<file path="config.mk">
export PLATFORM = sky130hd
export DESIGN_NAME = mux_scan
export DESIGN_NICKNAME = d
export VERILOG_FILES = /design/src/rtl/mux_scan.sv
export SDC_FILE = /design/constraint.sdc
export NUM_CORES = 1
export LEC_CHECK = 0
export CORE_MARGIN = 2
export CORE_UTILIZATION = 40
export CTS_BUF_LIST = sky130_fd_sc_hd__clkbuf_2 sky130_fd_sc_hd__clkbuf_4 sky130_fd_sc_hd__clkbuf_8
export DETAILED_ROUTE_END_ITERATION = 6
export PLACE_DENSITY = 0.68
export SYNTH_ARGS = -nofsm -noshare
export SYNTH_HDL_FRONTEND = slang
export SYNTH_SLANG_ARGS = --single-unit
</file>
<file path="constraint.sdc">
create_clock -name clk -period 2.2 [get_ports clk]
set_input_delay 0.33 -clock clk [delete_from_list [all_inputs] [get_ports clk]]
set_output_delay 0.33 -clock clk [all_outputs]
set_load 0.02 [all_outputs]
</file>
<file path="src/rtl/mux_scan.sv">
// Registered N_CH-way channel selector with a ready/valid output. SINGLE mode
// delivers one channel; SCAN mode delivers all N_CH channels starting at sel, wrapping.
module mux_scan #(
    parameter int N_CH = 16,
    parameter int W    = 1,
    localparam int SEL_W = (N_CH > 2) ? $clog2(N_CH) : 1
) (
    input  logic              clk,
    input  logic              rst,
    input  logic [N_CH*W-1:0] in,
    input  logic [SEL_W-1:0]  sel,
    input  logic              mode,
    input  logic              start,
    output logic [W-1:0]      out_data,
    output logic [SEL_W-1:0]  out_ch,
    output logic              out_valid,
    input  logic              out_ready,
    output logic              busy,
    output logic              done,
    output logic              err
);
    localparam int CNT_W = $clog2(N_CH + 1);

    typedef enum logic {IDLE, ACTIVE} state_t;

    state_t           state_q, state_d;
    logic [W-1:0]     data_q, data_d;
    logic [SEL_W-1:0] ch_q, ch_d;
    logic             valid_q, valid_d;
    logic             scan_q, scan_d;
    logic [CNT_W-1:0] cnt_q, cnt_d;
    logic             done_q, done_d;
    logic             err_q, err_d;

    logic [SEL_W-1:0] next_ch;
    logic             sel_ok, accept, last;

    // Comparison-based mux keeps non-power-of-two N_CH free of out-of-range indexing.
    function automatic logic [W-1:0] pick(input logic [N_CH*W-1:0] v,
                                          input logic [SEL_W-1:0]  idx);
        logic [W-1:0] r;
        r = '0;
        for (int k = 0; k < N_CH; k++)
            if (idx == SEL_W'(k)) r = v[k*W +: W];
        return r;
    endfunction

    assign next_ch = (ch_q == SEL_W'(N_CH - 1)) ? '0 : ch_q + 1'b1;
    assign sel_ok  = {1'b0, sel} < (SEL_W + 1)'(N_CH);
    assign accept  = valid_q & out_ready;
    assign last    = !scan_q || (cnt_q == CNT_W'(N_CH));

    always_comb begin
        state_d = state_q;
        data_d  = data_q;
        ch_d    = ch_q;
        valid_d = valid_q;
        scan_d  = scan_q;
        cnt_d   = cnt_q;
        done_d  = 1'b0;
        err_d   = 1'b0;
        case (state_q)
            IDLE: begin
                if (start) begin
                    if (sel_ok) begin
                        state_d = ACTIVE;
                        data_d  = pick(in, sel);
                        ch_d    = sel;
                        valid_d = 1'b1;
                        scan_d  = mode;
                        cnt_d   = CNT_W'(1);
                    end else begin
                        err_d = 1'b1;
                    end
                end
            end
            ACTIVE: begin
                // Non-final scan accepts reload on the same edge, so there is no bubble.
                if (accept) begin
                    if (last) begin
                        state_d = IDLE;
                        valid_d = 1'b0;
                        done_d  = 1'b1;
                        cnt_d   = '0;
                    end else begin
                        ch_d   = next_ch;
                        data_d = pick(in, next_ch);
                        cnt_d  = cnt_q + 1'b1;
                    end
                end
            end
            default: state_d = IDLE;
        endcase
    end

    always_ff @(posedge clk or posedge rst) begin
        if (rst) begin
            state_q <= IDLE;
            data_q  <= '0;
            ch_q    <= '0;
            valid_q <= 1'b0;
            scan_q  <= 1'b0;
            cnt_q   <= '0;
            done_q  <= 1'b0;
            err_q   <= 1'b0;
        end else begin
            state_q <= state_d;
            data_q  <= data_d;
            ch_q    <= ch_d;
            valid_q <= valid_d;
            scan_q  <= scan_d;
            cnt_q   <= cnt_d;
            done_q  <= done_d;
            err_q   <= err_d;
        end
    end

    assign out_data  = data_q;
    assign out_ch    = ch_q;
    assign out_valid = valid_q;
    assign busy      = (state_q == ACTIVE);
    assign done      = done_q;
    assign err       = err_q;
endmodule

</file>
After elaboration in Yosys (flattened, before gate mapping)
Cells that the tools add are included. Widths: inputs -> output; s select.

Input bits: 25. Output and inout port bits: 9. Word-level logic and storage cells: 111. Bits in registers: 14.

Eq/ne operators: 36. Add/sub/neg operators: 2. Bitwise gates (word level): 2. Reduce and logical (&&, ||, !) cells: 8. Muxes and demuxes: 56.

Operator list (count): $eq 4x4->1 const B (17); $mux 1 (44); $eq 4x3->1 const B (8); $eq 4x2->1 const B (4); $mux 4 (4); $mux 5 (3); $pmux 5 s2 (1); $eq 4x1->1 const B (2); $logic_not 4->1 (2); $pmux 4 s2 (1); $pmux 1 s2 (3); $reduce_and 3->1 (2); $add 5x1->5 const B (1); $eq 5x5->1 const B (1); $add 4x1->4 const B (1); $ne 2x1->1 const B (2); $ne 2x2->1 const B (2); $reduce_and 2->1 (2); $and 1x1->1 (1); $logic_not 1->1 (1); $logic_or 1x1->1 (1); $not 1->1 (1).

Depth between registers and ports, before layout
Gate-level depths: netlist of the first run.

Word-level depth: 22. Mapped depth: 7. Mapped depth without buffers: 7.

Worst setup path before layout of the first run
OpenSTA, ideal clock, no wires.

Path type: reg-to-reg. From: register ch_q[0] (netlist: out_ch[0]). To: register data_q (netlist: out_data). Required time: 2.113 ns. Arrival time: 1.693 ns. Library setup time: 0.087 ns. Path buffers: 0. Period minus slack after synthesis: 1.779 ns. Cell stages (with the launch flop): 8. Slack: 0.421 ns. Cells stage by stage: dfrtp_1 -> inv_1 -> ha_1 -> inv_1 -> o221ai_1 -> a222oi_1 -> nand4_1 -> o211ai_1.

Word-level cells in the longest chain between the ends: 22. Elaborated cells on any way between the ends: 38. Classes of those cells: add/sub (1); eq/ne (16); mux (20); reduce/logical (1).

RTL lines: start, declared (line 28) `logic [SEL_W-1:0] ch_q, ch_d;`; start signal, assigned (line 109) `ch_q <= ch_d;`; $add 4x1->4 / $eq 4x4->1 (equally long branches) (line 48) `assign next_ch = (ch_q == SEL_W'(N_CH - 1)) ? '0 : ch_q + 1'b1;`; $mux 4 (*) (line 48); $logic_not 4->1 (line 44) `if (idx == SEL_W'(k)) r = v[k*W +: W];`; $mux 1 (15 in a row) (line 44); $mux 1 (*) (line 44); $mux 1 (*) (line 80) `if (last) begin`; $mux 1 (*) (line 79) `if (accept) begin`; $pmux 1 s2 (*) (line 62) `case (state_q)`; end signal, assigned (line 108) `data_q <= data_d;`; end, declared (line 27) `logic [W-1:0] data_q, data_d;`.

Every way passes the cells marked *; elsewhere a longest branch is shown, timed or not. The select of a mux whose other input is x is not followed. A chain may end at the register's enable or synchronous reset.

Final worst setup path of the first run
Same ends and word-level chain as after synthesis.

==> out/results.ini, run 1 <==
[run_status]
outcome = finished clean

[grt]
grt_pass1_vias = 1078
antenna_found_initial = 0
grt_start_max_net_pins = 15
grt.overflow.total = 0
grt.total_usage_pct = 18.8
grt_pass1_wl_mm = 5.05

[critical_path]
max_stage_delay_ns = 0.49
critPathMaxFanout = 9
arrival_ns = 2.10
reg2reg_depth = 7
worstSetupStartpointType = register
crit_path_end_kind = register
crit_required_ns = 2.40
path_cells = inv_1 -> ha_1 -> inv_1 -> o221ai_1 -> a222oi_1 -> nand4_1 -> o211ai_1
crit_type = register to register
cpMaxStageDelayCell = dfrtp_1
path_common_cell = inv_1

[sta]
setup_viol = 0
final_max_slew_viol_count = 0
fin_worst_skew_ns = 0.00794
fmax_ghz = 0.528
relSlewSlack_pct = 64.1
finalCritPeriodShare_pct = 86.2
worstMarginPinSlew_ns = 0.539
timing.hold.ws_ns = 0.385
hold_viol = 0
min_period_ns = 1.90
tns_ns = 0
rsz0062_at_grt = false

[floorplanning]
die_h_um = 59.5
ios = 34
coreArea_um2 = 2980
rows = 20
start_util_pct = 41.3
die_area_um2 = 3530
die_x_um = 59.5

[route]
drc = 0
vias = 1226
first_pass_iters = 4
via_per_inst = 5.84
first_iter_violations = 58
ant_nets = 0
wl_mm = 3.08
wl_per_cell_um = 14.6

[synth]
ys.flop_type = dfrtp_1
avgSynthCellArea_um2 = 8.48
ys.warnings.count = 0
netlist.area_leader.share_pct = 28.5
synth_cell_type_count = 47
netlist_instances = 145
syn-cell-area_um2 = 1230
synth_edf_count = 0
yosys.cell_count.top_type = nand2_1
synthArstFlopShare_pct = 100
seq_area_frac_synth_pct = 28.5
ys_ff_latch = 14
yosys.area.top_type = dfrtp_1
synthTopCellsByArea = dfrtp_1 28%, ha_1 7.1%, nand2_1 5.5%
synthTopCellsByCount = 18 x nand2_1, 14 x dfrtp_1, 11 x o21ai_0
synth_nets = 177

[layout]
finalNetCount = 211
drive_gt1_share_pct = 7.91
syn_to_final_growth_pct = 30.1
n_antenna_cell = 0

[placed_design]
dp_hpwl_mm = 2.50
gp_congestion = 0.918
port_buffers = 32

[clocking]
cts-htree-levels = 1
clock_path_buffers = 2
root_buffer = clkbuf_4
path_clk_slew_ns = 0.08
numCtsBuffers = 3
clk_latency_ns = 0.28
clock-sinks = 14
cts_hold_buf = 0
cts_resized = 0
cts_tree = yes
post_cts_buffers = 0

[power_and_ir_drop]
ir_worst_vdd_mv = 0.538
pwr_density_cell_nw_per_um2 = 1080
power.internal_uw = 932
power_leakage_nw = 0.664
p_clk_share_pct = 8.0
netSwitchingFraction_pct = 46.2
power_switching_uw = 800
power_frac_seq_pct = 28.4
combinationalPowerShare_pct = 63.6

[job]
maxCapViolCount = 0

[worst_hold_path]
hp-class = input pin to async pin

==> per-stage QoR <==
step | power [mW] | utilization, % | setup slack, ns | cells | cell area [um^2]
finish | 1.73 | 53.7 | 0.304 | 210 | 1600
CTS | 1.74 | 53.7 | 0.294 | 210 | 1600
global route | 1.89 | 53.7 | 0.0585 | 210 | 1600
detailed placement | 1.59 | 53.0 | 0.0734 | 207 | 1580
floorplan | 1.22 | - | 0.421 | 145 | 1230
global placement | 1.57 | 53.0 | 0.0977 | 207 | 1580
==> critical path, delay by kind of cell (launching register included) <==
family          cells  cell delay [ns]
flops               1             0.49
simple gates        1             0.15
fa+ha+maj           1             0.30
buf+inv             2             0.22
compound gates      3             0.66
==> logic make-up after synthesis <==
family | synth area share, %
AND/OR/NAND/NOR | 21.9
AO/OA/AOI/OAI | 24.5
buffers and inverters | 6.00
flip-flops | 28.5
multiplexers | 11.0
adder cells (fa/ha/maj) | 7.12
other | 0.305
XOR/XNOR | 0.712
==> path summary, 6_finish.rpt <==
kind / from / slack [ns] / end
worst max-delay path: out_ch[0] / 0.30 / out_data
worst min-delay path: rst / 0.39 / cnt_q[2]
worst max register to register: out_ch[0] / 0.30 / out_data
worst min register to register: cnt_q[4] / 0.50 / cnt_q[4]
max in group asynchronous: rst / 1.45 / out_ch[2]
min in group clk: cnt_q[4] / 0.50 / cnt_q[4]
==> area by class of cell <==
cell class,count,area [um^2]
Timing Repair Buffer,35,343
Sequential cell,14,350
Clock buffer,3,22.5
Inverter,10,37.5
Tap cell,33,41.3
Fill cell,273,1380
Multi-Input combinational cell,115,806
==> placed cells by master (no fill, tap or decap), drive strengths merged, types with 2 or more instances in the layout <==
cell type	netlist	final
ha	7	7
nor2	8	8
mux2i	3	3
o211ai	3	3
nor3	2	2
nand2b	4	4
o31ai	3	3
and2	3	3
o21ai	13	13
a21oi	9	9
a31oi	4	4
clkbuf	2	3
a21boi	2	2
nand3	6	6
clkdlybuf4s50	0	32
buf	4	3
dfrtp	14	14
mux4	4	4
nor3b	2	2
nand2	18	18
inv	10	10
nor2b	5	5
==> routing by layer <==
layer | vias to the layer above | wire [um] | track usage (%) | part of all wire (%)
li1 | 595 | - | - | -
met1 | 591 | 1520 | 29.0 | 49
met2 | 38 | 1400 | 27.0 | 46
met3 | 2 | 149 | 5.02 | 4.8
met4 | 0 | 7 | 1.95 | 0.23
met5 | - | 0 | 0 | 0
==> sequential cells by signal (all words and copies together), names as in the netlist <==
signal,count
out_valid,1
cnt_q,5
scan_q,1
out_ch,4
out_data,1
busy,1
done,1
==> power by group through the flow <==
stage	registers, mW	clock network [mW]	logic (mW)
after floorplan	0.529	0	0.688
after global placement	0.495	0	1.08
after detailed placement	0.497	0	1.09
after CTS	0.492	0.146	1.10
after global routing	0.518	0.155	1.22
final	0.492	0.139	1.10
No activity file was read; power rests on OpenSTA's default activity.
==> inputs of run 2 (changes only) <==
- CELL_PAD_IN_SITES_DETAIL_PLACEMENT: unset -> 1
- CELL_PAD_IN_SITES_GLOBAL_PLACEMENT: unset -> 1
- CORE_UTILIZATION: 40 -> 36
- CTS_BUF_LIST: sky130_fd_sc_hd__clkbuf_2 sky130_fd_sc_hd__clkbuf_4 sky130_fd_sc_hd__clkbuf_8 -> sky130_fd_sc_hd__clkbuf_8
- MAX_ROUTING_LAYER: unset -> met4
- PLACE_DENSITY: 0.68 -> unset
- PLACE_DENSITY_LB_ADDON: unset -> 0.1
==> run 2 against run 1 <==
Effect of this change:
- combinational power about the same
- largest power group unchanged
- critical path type unchanged
- sequential power increased by 4%
- highest routed layer is now met3
- worst hold slack gained 0.045 ns
- non-clock buffer count decreased by 1
- sequential cell count unchanged
- sequential share of layout area fell by 0.37 points
- routed wire length is 18% higher
- critical endpoint unchanged
- utilization is 4.6 points lower
- cell area grew 1.7%
- fmax decreased by 4.9%
- register-to-register slack worse by 0.098 ns
==> out/results.ini, run 2 (synthesis results as in run 1) <==
[run_status]
outcome = finished clean

[placed_design]
gp_congestion = 0.883  ; -3.7%
preCtsSetupSlack_ns = 0.0399  ; -0.0336 ns
dp_hpwl_mm = 2.86  ; +14%
port_buffers = 32  ; unchanged

[sta]
relSlewSlack_pct = 63.9  ; -0.18 points
setup_viol = 0  ; unchanged
fmax_ghz = 0.502  ; -4.9%
hold_viol = 0  ; unchanged
rsz0062_at_grt = false
min_period_ns = 1.99  ; +0.0984 ns
fin_worst_skew_ns = 0.00317  ; -0.00478 ns
layout_setup_ws_ns = 0.206  ; -0.0984 ns
tns_ns = 0  ; unchanged
final_max_slew_viol_count = 0  ; unchanged
finalCritPeriodShare_pct = 90.6  ; +4.5 points
worstMarginPinSlew_ns = 0.541  ; +0.00274 ns

[layout]
n_antenna_cell = 0  ; unchanged
final_cell_mix = 32 x clkdlybuf4s50_1, 18 x nand2_1, 14 x dfrtp_1, 11 x o21ai_0, 10 x inv_1
top_register = cnt_q
largest_register_ffs = 5  ; unchanged
fill_cells = 410  ; +50%
seqCellArea_um2 = 350  ; unchanged
multi_input_area_um2 = 806  ; unchanged
final_util_pct = 49.2  ; -4.6 points
drive_gt1_share_pct = 7.39  ; -0.52 points
syn_to_final_growth_pct = 32.3
finalNetCount = 210  ; -0.47%
layout_commonest_cell = clkdlybuf4s50_1

[grt]
grt.total_usage_pct = 19.7  ; +0.96 points
antenna_found_initial = 0  ; unchanged
grt_start_max_net_pins = 15  ; unchanged
grt.overflow.total = 0  ; unchanged
grt_pass1_wl_mm = 6.13  ; +21%
grt_pass1_vias = 1239  ; +15%

[critical_path]
critPathLaunch = out_ch[0]
cp_num_buf_inv = 2  ; unchanged
path_common_cell = inv_1
crit_path_end_kind = register
crit_type = register to register
r2r_start = out_ch[0]
max_stage_delay_ns = 0.52  ; +0.03 ns
worstSetupStartpointType = register
critPathMaxFanout = 9  ; unchanged
path_cells = inv_1 -> ha_1 -> inv_1 -> o221ai_1 -> a222oi_1 -> nand4_1 -> o211ai_1
crit_required_ns = 2.36  ; -0.04 ns
arrival_ns = 2.16  ; +0.06 ns
path_delay_family = compound AO/OA/AOI/OAI gates
cpMaxStageDelayCell = dfrtp_1

[worst_hold_path]
hp-class = input pin to async pin

[clocking]
path_clk_slew_ns = 0.06  ; -0.02 ns
post_cts_buffers = 0  ; unchanged
clk_latency_ns = 0.24  ; -0.04 ns
root_buffer = clkbuf_8
clock-sinks = 14  ; unchanged
clock_path_buffers = 2  ; unchanged
cts_resized = 0  ; unchanged
cts-htree-levels = 1  ; unchanged
cts_tree = yes
numCtsBuffers = 3  ; unchanged
cts_hold_buf = 0  ; unchanged

[floorplanning]
coreArea_um2 = 3310  ; +11%
die_area_um2 = 3900  ; +10%
start_util_pct = 37.2  ; -4.2 points
rows = 21  ; +5.0%
ios = 34  ; unchanged
die_x_um = 62.5  ; +5.0%
die_h_um = 62.5  ; +5.0%

[route]
wl_per_cell_um = 16.3  ; +11%
ant_nets = 0  ; unchanged
first_iter_violations = 94  ; +62%
wl_mm = 3.62  ; +18%
vias = 1200  ; -2.1%
via_per_inst = 5.41  ; -7.4%
first_pass_iters = 4  ; unchanged
drc = 0  ; unchanged

[job]
maxCapViolCount = 0  ; unchanged

[power_and_ir_drop]
power_leakage_nw = 0.666  ; +0.38%
ir_worst_vdd_mv = 0.516  ; -4.1%
pwr_density_cell_nw_per_um2 = 1130  ; +4.4%

-- run 2: cell types whose count changed in the layout (fill, tap and decap cells not counted), sizes merged --
cell	change
buf	-1
-- run 2: per-layer routing --
layer | part of all wire (%) | track usage [%] | up-vias
li1 | - | - | 591
met1 | 49 | 28.1 | 583
met2 | 47 | 30.1 | 26
met3 | 4.6 | 4.50 | 0
met4 | 0 | 1.67 | 0
met5 | 0 | - | -
-- run 2: cell type report --
class,instances,share of cell area (%)
Multi-Input combinational cell,115,49.5
Tap cell,46,3.54
Clock buffer,3,2.54
Inverter,10,2.31
Timing Repair Buffer,34,20.6
Sequential cell,14,21.5
-- run 2: worst paths after layout --
check	cells past startpoint	to	slack, ns
worst max-delay path	7	out_data	0.21
worst min-delay path	2	out_ch[3]	0.43
worst max register to register	7	out_data	0.21
worst min register to register	1	cnt_q[4]	0.49
max in group asynchronous	2	cnt_q[0]	1.41
min in group clk	1	cnt_q[4]	0.49
-- run 2: power breakdown --
part	internal (mW)	switching, mW	total [mW]
clock	0.121	0.0872	0.208
combinational	0.513	0.607	1.12
sequential	0.350	0.162	0.512
total	0.984	0.856	1.84
-- run 2: stage by stage --
step,area [um^2],power [mW],hold WS (ns),cells
global placement,1590,1.58,0.473,219
detailed placement,1590,1.63,0.480,219
CTS,1630,1.85,0.450,222
floorplan,1230,1.22,0.219,145
finish,1630,1.84,0.430,222
global route,1630,1.99,0.507,222
==> RTL change, RTL diff (settings of run 1) <==
Change the parameter `N_CH` from 16 to 8.
--- a/src/rtl/mux_scan.sv
+++ b/src/rtl/mux_scan.sv
@@ -1,7 +1,7 @@
 // Registered N_CH-way channel selector with a ready/valid output. SINGLE mode
 // delivers one channel; SCAN mode delivers all N_CH channels starting at sel, wrapping.
 module mux_scan #(
-    parameter int N_CH = 16,
+    parameter int N_CH = 8,
     parameter int W    = 1,
     localparam int SEL_W = (N_CH > 2) ? $clog2(N_CH) : 1
 ) (
Interface: changed (resized in, out_ch and sel); port bits go from 34 to 24. No check against the original RTL was run, so the function may have changed too.
==> RTL change against run 1 <==
Sequential power is 14% lower; worst hold slack worse by 0.040 ns; total power is 20% lower; critical path depth is 1 lower; routed wire length is 49% lower; worst setup slack worse by 0.19 ns; count of clock-buffer cells in the layout is 1 higher; area after synthesis is 35% lower; sequential cell count is 2 lower; final area is 33% lower; highest routed layer unchanged.
==> RTL change: results (changes against run 1) <==
Setup WS pre-CTS=0.1307 ns (+0.05728 ns); worst stage delay on the critical path=0.45 ns (-0.04 ns); adder-cell share of the synthesized area=12.48% (+5.4 points); final wirelength=1581 µm (-49%); Post-Synth XOR/XNOR Area=1.092% (+0.38 points); sequential share of the synthesized area=37.44% (+9.0 points); routability congestion estimate=0.8258 (-10%); number of vias per cell=5.061 (-13%); hpwl dp=1272 µm (-49%); Flop pwr share=30.6% (+2.2 points); Synth cell types=29 (-38%); vias in the first global route=635 (-41%); setup bufs post-CTS=0 (unchanged); IO Port Bufs=22 (-31%); Vias=663 (-46%); Synthesized Nets=104 (-41%); status=finished clean; skew final=0.002618 ns (-0.005326 ns); Leakage=0.4852 nW (-27%); DRT iter0 DRCs=2 (-97%); Worst VDD drop=0.5766 mV (+7.2%); Area contributors post-synth=dfrtp_1, ha_1, mux4_2; Largest register FFs=4 (-1); Sw Share=41.06% (-5.1 points); layout cells sized above 1=11.54% (+3.6 points); internal power=0.0008138 W (-13%); Post-Synthesis Cells=80 (-45%); post-synthesis mux area share=15.29% (+4.3 points); CP Max Fanout=6 (-3); first-pass GRT wire length=2656 µm (-47%); pin count of the biggest net entering global routing=13 (-2); Pre-antenna DRT Iters=3 (-1); Placed Area=1040 µm² (-34%); most frequent cells after synthesis=dfrtp_1, nor2_1, ha_1; clock-net power=0.000181 W (+30%); arrival time worst endpoint=2.25 ns (+0.15 ns); compound-cell area share of the yosys netlist=13.42% (-11 points); total track usage=14.30% (-4.5 points)
## RTL change: final timing paths
| check | from | end | slack (ns) | depth (start not counted) |
|---|---|---|---|---|
| worst max-delay path | out_ch[1] | out_data | 0.11 | 6 |
| worst min-delay path | rst | out_valid | 0.35 | 2 |
| worst max register to register | out_ch[1] | out_data | 0.11 | 6 |
| worst min register to register | cnt_q[2] | cnt_q[2] | 0.54 | 1 |
| max in group asynchronous | rst | out_ch[0] | 1.55 | 2 |
| min in group clk | cnt_q[2] | cnt_q[2] | 0.54 | 1 |
## RTL change: final cells by class
type                    count  area [µm²]
repair buffers             23       227.7
clock buffers               4       36.28
fillers                   183       845.8
well taps                  27       33.78
multi-input cells          59       455.4
inverters                   6       22.52
flip-flops and latches     12       300.3
## RTL change: metal layers
layer | part of all wire [%] | GRT usage [%]
met1 | 43 | 16.93
met2 | 49 | 24.20
met3 | 6.5 | 3.374
met4 | 1.5 | 7.143
met5 | 0 | 0
